===== src/rtl/f_fetch_unit_if.sv =====
// Signal bundle between the fetch unit, instruction memory and the decode stage.
interface f_fetch_unit_if;
  // imem: imem_req/imem_addr hold steady until the cycle imem_ack=1 completes the read.
  // decode: an instruction moves when d_valid=1 and d_ready=1 on the same rising edge.
  logic        imem_req;
  logic [31:0] imem_addr;
  logic        imem_ack;
  logic [31:0] imem_rdata;
  logic        redirect;
  logic [31:0] redirect_pc;
  logic        d_ready;
  logic        d_valid;
  logic [31:0] d_instr;
  logic [31:0] d_pc;
  logic [31:0] d_pc8;

  modport master (
    output imem_req, imem_addr, d_valid, d_instr, d_pc, d_pc8,
    input  imem_ack, imem_rdata, redirect, redirect_pc, d_ready
  );

  modport slave (
    input  imem_req, imem_addr, d_valid, d_instr, d_pc, d_pc8,
    output imem_ack, imem_rdata, redirect, redirect_pc, d_ready
  );
endinterface


===== src/rtl/f_fetch_unit.sv =====
// Instruction fetch: one outstanding imem read, a one-entry output register plus a
// one-entry skid buffer toward decode, and redirect handling without a delay slot.
module f_fetch_unit #(
  parameter logic [31:0] RESET_PC = 32'h0000_3000
) (
  input  logic                  clk,
  input  logic                  reset,
  f_fetch_unit_if.master        bus,
  output logic [1:0]            dbg_state
);
  typedef enum logic [1:0] {IDLE = 2'd0, REQ = 2'd1, FULL = 2'd2, DROP = 2'd3} state_e;

  state_e      state_q, state_d;
  logic [31:0] pc_q, pc_d;
  logic [31:0] drop_addr_q, drop_addr_d;
  logic        out_valid_q, out_valid_d;
  logic [31:0] out_instr_q, out_instr_d;
  logic [31:0] out_pc_q, out_pc_d;
  logic [31:0] skid_instr_q, skid_instr_d;
  logic [31:0] skid_pc_q, skid_pc_d;

  logic        xfer;
  logic [31:0] redir_pc;
  logic [31:0] pc_inc;

  assign xfer     = out_valid_q & bus.d_ready;
  assign redir_pc = bus.redirect_pc & 32'hFFFF_FFFC;
  assign pc_inc   = pc_q + 32'd4;

  // The skid entry is occupied exactly while the FSM sits in FULL.
  always_comb begin
    state_d      = state_q;
    pc_d         = pc_q;
    drop_addr_d  = drop_addr_q;
    out_valid_d  = out_valid_q;
    out_instr_d  = out_instr_q;
    out_pc_d     = out_pc_q;
    skid_instr_d = skid_instr_q;
    skid_pc_d    = skid_pc_q;

    if (xfer) out_valid_d = 1'b0;

    case (state_q)
      IDLE: begin
        state_d = REQ;
        if (bus.redirect) pc_d = redir_pc;
      end
      REQ: begin
        if (bus.redirect) begin
          pc_d = redir_pc;
          if (!bus.imem_ack) begin
            drop_addr_d = pc_q;
            state_d     = DROP;
          end
        end else if (bus.imem_ack) begin
          pc_d = pc_inc;
          if (!out_valid_q || xfer) begin
            out_valid_d = 1'b1;
            out_instr_d = bus.imem_rdata;
            out_pc_d    = pc_q;
          end else begin
            skid_instr_d = bus.imem_rdata;
            skid_pc_d    = pc_q;
            state_d      = FULL;
          end
        end
      end
      FULL: begin
        if (bus.redirect) begin
          pc_d    = redir_pc;
          state_d = REQ;
        end else if (xfer) begin
          out_valid_d = 1'b1;
          out_instr_d = skid_instr_q;
          out_pc_d    = skid_pc_q;
          state_d     = REQ;
        end
      end
      DROP: begin
        // The stale read must still complete; only then is the new pc requested.
        if (bus.redirect) pc_d = redir_pc;
        if (bus.imem_ack) state_d = REQ;
      end
      default: state_d = IDLE;
    endcase

    if (bus.redirect) out_valid_d = 1'b0;
  end

  always_ff @(posedge clk) begin
    if (reset) begin
      state_q      <= IDLE;
      pc_q         <= RESET_PC;
      drop_addr_q  <= 32'd0;
      out_valid_q  <= 1'b0;
      out_instr_q  <= 32'd0;
      out_pc_q     <= 32'd0;
      skid_instr_q <= 32'd0;
      skid_pc_q    <= 32'd0;
    end else begin
      state_q      <= state_d;
      pc_q         <= pc_d;
      drop_addr_q  <= drop_addr_d;
      out_valid_q  <= out_valid_d;
      out_instr_q  <= out_instr_d;
      out_pc_q     <= out_pc_d;
      skid_instr_q <= skid_instr_d;
      skid_pc_q    <= skid_pc_d;
    end
  end

  assign bus.imem_req  = (state_q == REQ) || (state_q == DROP);
  assign bus.imem_addr = (state_q == DROP) ? drop_addr_q : pc_q;
  assign bus.d_valid   = out_valid_q;
  assign bus.d_instr   = out_instr_q;
  assign bus.d_pc      = out_pc_q;
  assign bus.d_pc8     = out_pc_q + 32'd8;
  assign dbg_state     = state_q;
endmodule


===== src/flat_wrapper.sv =====
// flat-port wrapper written by rule: the top's interface ports become plain ports
module f_fetch_unit_flat 
#(
  parameter logic [31:0] RESET_PC = 32'h0000_3000
)
  (clk, reset, dbg_state, bus_imem_req, bus_imem_addr, bus_d_valid, bus_d_instr, bus_d_pc, bus_d_pc8, bus_imem_ack, bus_imem_rdata, bus_redirect, bus_redirect_pc, bus_d_ready);
  f_fetch_unit_if bus_i ();
  input  logic clk;
  input  logic reset;
  output logic [1:0] dbg_state;
  output wire logic [$bits(bus_i.imem_req)-1:0] bus_imem_req;
  output wire logic [$bits(bus_i.imem_addr)-1:0] bus_imem_addr;
  output wire logic [$bits(bus_i.d_valid)-1:0] bus_d_valid;
  output wire logic [$bits(bus_i.d_instr)-1:0] bus_d_instr;
  output wire logic [$bits(bus_i.d_pc)-1:0] bus_d_pc;
  output wire logic [$bits(bus_i.d_pc8)-1:0] bus_d_pc8;
  input wire logic [$bits(bus_i.imem_ack)-1:0] bus_imem_ack;
  input wire logic [$bits(bus_i.imem_rdata)-1:0] bus_imem_rdata;
  input wire logic [$bits(bus_i.redirect)-1:0] bus_redirect;
  input wire logic [$bits(bus_i.redirect_pc)-1:0] bus_redirect_pc;
  input wire logic [$bits(bus_i.d_ready)-1:0] bus_d_ready;
  assign bus_imem_req = bus_i.imem_req;
  assign bus_imem_addr = bus_i.imem_addr;
  assign bus_d_valid = bus_i.d_valid;
  assign bus_d_instr = bus_i.d_instr;
  assign bus_d_pc = bus_i.d_pc;
  assign bus_d_pc8 = bus_i.d_pc8;
  assign bus_i.imem_ack = bus_imem_ack;
  assign bus_i.imem_rdata = bus_imem_rdata;
  assign bus_i.redirect = bus_redirect;
  assign bus_i.redirect_pc = bus_redirect_pc;
  assign bus_i.d_ready = bus_d_ready;
  f_fetch_unit #(.RESET_PC(RESET_PC)) u_core (.clk(clk), .reset(reset), .bus(bus_i), .dbg_state(dbg_state));
endmodule

===== config.mk =====
export PLATFORM = sky130hd
export DESIGN_NAME = f_fetch_unit_flat
export DESIGN_NICKNAME = d
export VERILOG_FILES = /design/src/rtl/f_fetch_unit_if.sv /design/src/rtl/f_fetch_unit.sv /design/src/flat_wrapper.sv
export SDC_FILE = /design/constraint.sdc
export NUM_CORES = 1
export LEC_CHECK = 0
export CAP_MARGIN = 10
export CORE_MARGIN = 10
export CORE_UTILIZATION = 50
export CTS_BUF_LIST = sky130_fd_sc_hd__clkbuf_16
export DETAILED_ROUTE_END_ITERATION = 10
export PLACE_DENSITY = 0.9
export SLEW_MARGIN = 5
export SYNTH_ARGS = -nofsm -noshare
export SYNTH_HDL_FRONTEND = slang
export SYNTH_SLANG_ARGS = --single-unit

===== constraint.sdc =====
create_clock -name clk -period 2.9 [get_ports clk]
set_input_delay 0.58 -clock clk [delete_from_list [all_inputs] [get_ports clk]]
set_output_delay 0.58 -clock clk [all_outputs]
set_load 0.02 [all_outputs]

==> metrics.txt <==
status=complete, no violations; TritonCTS Buffers=17; Synth-to-Final Area Change=30.6%; Rows=48; hold_sp=u_core.drop_addr_q[28]; layout cell share with drive strength beyond 1=0.119; Final setup viols=0; RSZ-0062 raised after global routing=yes; CP required=2.32 ns; Crit. End Element=output port; final total power=roughly 6.3 mW; peak supply drop=466 µV; clock sink count=187; hold endpoint=u_core.drop_addr_q[28]; final cell count without fillers=between 1000 and 1500; Final Hold Vio Count=0; number of global-route vias before repair=slightly below 8000; P_leak=approximately 4.0 nW; WS Path Type=register to output port; GPL Wtd Cong=0.867; die footprint=about 23000 µm²; TritonCTS clock tree=yes; die height=about 150 µm; Cell variety after synth=56; initial antenna violation count=1; Slew HR=0.608; net count of the finished layout=1300; Worst R2R Path Depth=7; via count=between 8000 and 9000; Max Fclk=~350 MHz; Total GRT Usage=0.203; area of the multi-input gates=~4700 µm²; Avg WL per Cell=around 17 µm; filler cell count=between 1000 and 1500; ys flop type=dfxtp_1; ANT nets after route=0; Crit Path Max Fanout=4; max cap viols=0; hold path depth=2; Hold Path Class=register to register; reg-to-reg slack, setup=0.56 ns; pwr/cell area=539 nW/µm²; Die W=roughly 150 µm; arrival time at the worst endpoint=approximately 2.3 ns; largest net degree at the start of global routing=77; dpl cells=1428; routed wire length=between 20000 and 30000 µm; Port Buffer Count=approximately 190; Post-Syn Area=a little under 9000 µm²; Clock Tree Buf Depth=2; R2R Path Start=u_core.dbg_state[1]; via/cell ratio=around 5.6; Initial Util=0.512; Slew Limit Fails=0; RR Endpoint=u_core.pc_q[21]; worst slew pin tran=between 0.5 and 0.6 ns; synthesis warning total=0; syn avg cell area=roughly 8.3 µm²; crit path time final=2.83 ns; global-route wire length before repair=40000 µm; root buf cell=clkbuf_16; core area=between 15000 and 20000 µm²; Worst-path clk slew=about 0.07 ns; register bit total from synthesis=187; H-tree depth=4; grt ovf=0; Post-DP HPWL=around 18000 µm; Async S/R FF share, synth=0; period utilisation layout=0.977; DR iter-0 viols=808; I/O pins=around 200; Detailed Routing Iterations Pass 1=7; Worst setup SP type=register; Seq/Total Area, Yosys=0.422; skew final=between 0.007 and 0.008 ns; post-layout util=0.668; Syn Inst Count=about 1100; count of flip-flops with a built-in enable after synthesis=0; register area=3760 µm²; Post-route DRC=0; Skew-Pair Late Insertion Delay=approximately 0.43 ns
-- registers in the layout, summed over array words and instances, names as in the netlist --
register             cells
u_core.bus.d_pc         30
u_core.drop_addr_q      30
u_core.bus.d_valid       1
u_core.skid_instr_q     32
u_core.skid_pc_q        30
u_core.bus.d_instr      32
u_core.pc_q             30
u_core.dbg_state         2
-- logic make-up (layout without fill, tap and decap cells) --
kind of cell	after synthesis	count (layout)	share of synthesized area
AOI/OAI and AO/OA	214	214	0.152
xor gates and xnor gates	43	43	0.0424
adders and majority gates	5	5	0.00704
buffers and inverters	112	282	0.0638
DFF	187	187	0.422
muxes	93	93	0.109
other	1	7	0.000422
and+or+nand+nor	409	409	0.204
-- synthesized netlist by cell type, drive strengths merged (2+ instances only) --
master         number  area, µm²
or2                 2       12.5
and4                7       62.6
clkbuf             65        256
nand3b              3       22.5
and2                3       18.8
o221ai              2       17.5
nand2             222        833
o21ai               8       40.0
nor3               13       70.1
nand4              12        105
a311oi              6       52.6
clkdlybuf4s50       2       22.5
a2111oi             4       35.0
a31oi               2       12.5
and3               10       62.6
nor2b               2       12.5
a211oi             75        568
nor4               10       90.1
nand3              18       95.1
xor2               16        140
o21bai              5       37.5
xnor2              27        236
a21oi             105        526
mux2               28        315
nor2              102        383
ha                  5       62.6
dfxtp             187       3740
inv                12       45.0
mux2i              65        651
buf                32        230
-- final cells by class --
cell class | instances | area share
multi-input combinational | 770 | 0.402
clock buffer | 17 | 0.0367
inverter | 12 | 0.00388
sequential | 187 | 0.324
tap | 225 | 0.0243
clock inverter | 15 | 0.0132
antenna | 1 | 0.000216
timing repair buffer | 238 | 0.196
-- report_power, final --
part / switching, mW / leakage, nW / total [mW] / internal [mW]
registers: 0.126 / 1.52 / 2.80 / 2.67
logic: 0.610 / 2.24 / 1.15 / 0.545
clock network: 1.03 / 0.277 / 2.30 / 1.27
-- worst max-delay path, stage by stage, from the launching register on --
cell	delay, ns
dfxtp_1	0.37
nand3_4	0.11
nor4_2	0.30
buf_4	0.18
nand4_1	0.17
buf_4	0.20
nor3_4	0.18
xor2_1	0.16
buf_4	0.16
-- per-layer routing --
layer,wire length (µm),global-route usage
met1,9920,0.240
met2,12400,0.342
met3,2180,0.0600
met4,644,0.0749
met5,0,0
-- cells in the final DEF (no fill, tap or decap), drive strengths merged, types with 3 or more instances in the layout --
| cell type | instances |
|---|---|
| a2111oi | 4 |
| a211oi | 75 |
| a21oi | 105 |
| a311oi | 6 |
| and2 | 3 |
| and3 | 10 |
| and4 | 7 |
| buf | 56 |
| clkbuf | 18 |
| clkdlybuf4s50 | 168 |
| clkinv | 5 |
| clkinvlp | 4 |
| conb | 6 |
| dfxtp | 187 |
| dlygate4sd2 | 10 |
| dlymetal6s2s | 3 |
| ha | 5 |
| inv | 16 |
| mux2 | 28 |
| mux2i | 65 |
| nand2 | 222 |
| nand3 | 18 |
| nand3b | 3 |
| nand4 | 12 |
| nor2 | 102 |
| nor3 | 13 |
| nor4 | 10 |
| o21ai | 8 |
| o21bai | 5 |
| xnor2 | 27 |
| xor2 | 16 |
-- per-stage QoR --
| step | area (µm²) | hold WS (ns) | TNS (ns) | setup WS (ns) |
|---|---|---|---|---|
| floorplan | 8900 | 0.433 | 0 | 0.243 |
| global placement | 11000 | 0.438 | 0 | 0.00162 |
| detailed placement | 11000 | 0.443 | -0.519 | -0.136 |
| CTS | 11600 | 0.455 | 0 | 0.0118 |
| global route | 11600 | 0.471 | -0.259 | -0.0673 |
| finish | 11600 | 0.454 | 0 | 0.0654 |
-- how the worst max path moves through the flow --
| stage | startpoint | endpoint |
|---|---|---|
| after global routing | u_core.bus.d_pc[12] | bus_d_pc8[30] |
| after global placement | u_core.bus.d_pc[4] | bus_d_pc8[26] |
| after detailed placement | u_core.bus.d_pc[3] | bus_d_pc8[29] |
| after CTS | u_core.dbg_state[1] | bus_imem_addr[11] |
| after floorplan | u_core.bus.d_pc[3] | bus_d_pc8[29] |
| final | u_core.bus.d_pc[8] | bus_d_pc8[26] |
-- timing repair --
item / 4_1_cts / 5_1_grt
pin swaps: 5 / 5
gates resized for setup: 61 / 22
endpoints found under the setup margin: 28 / 33
hold buffers: 0 / 0
setup buffers: 3 / 1
Power figures use the tool's default switching activity.
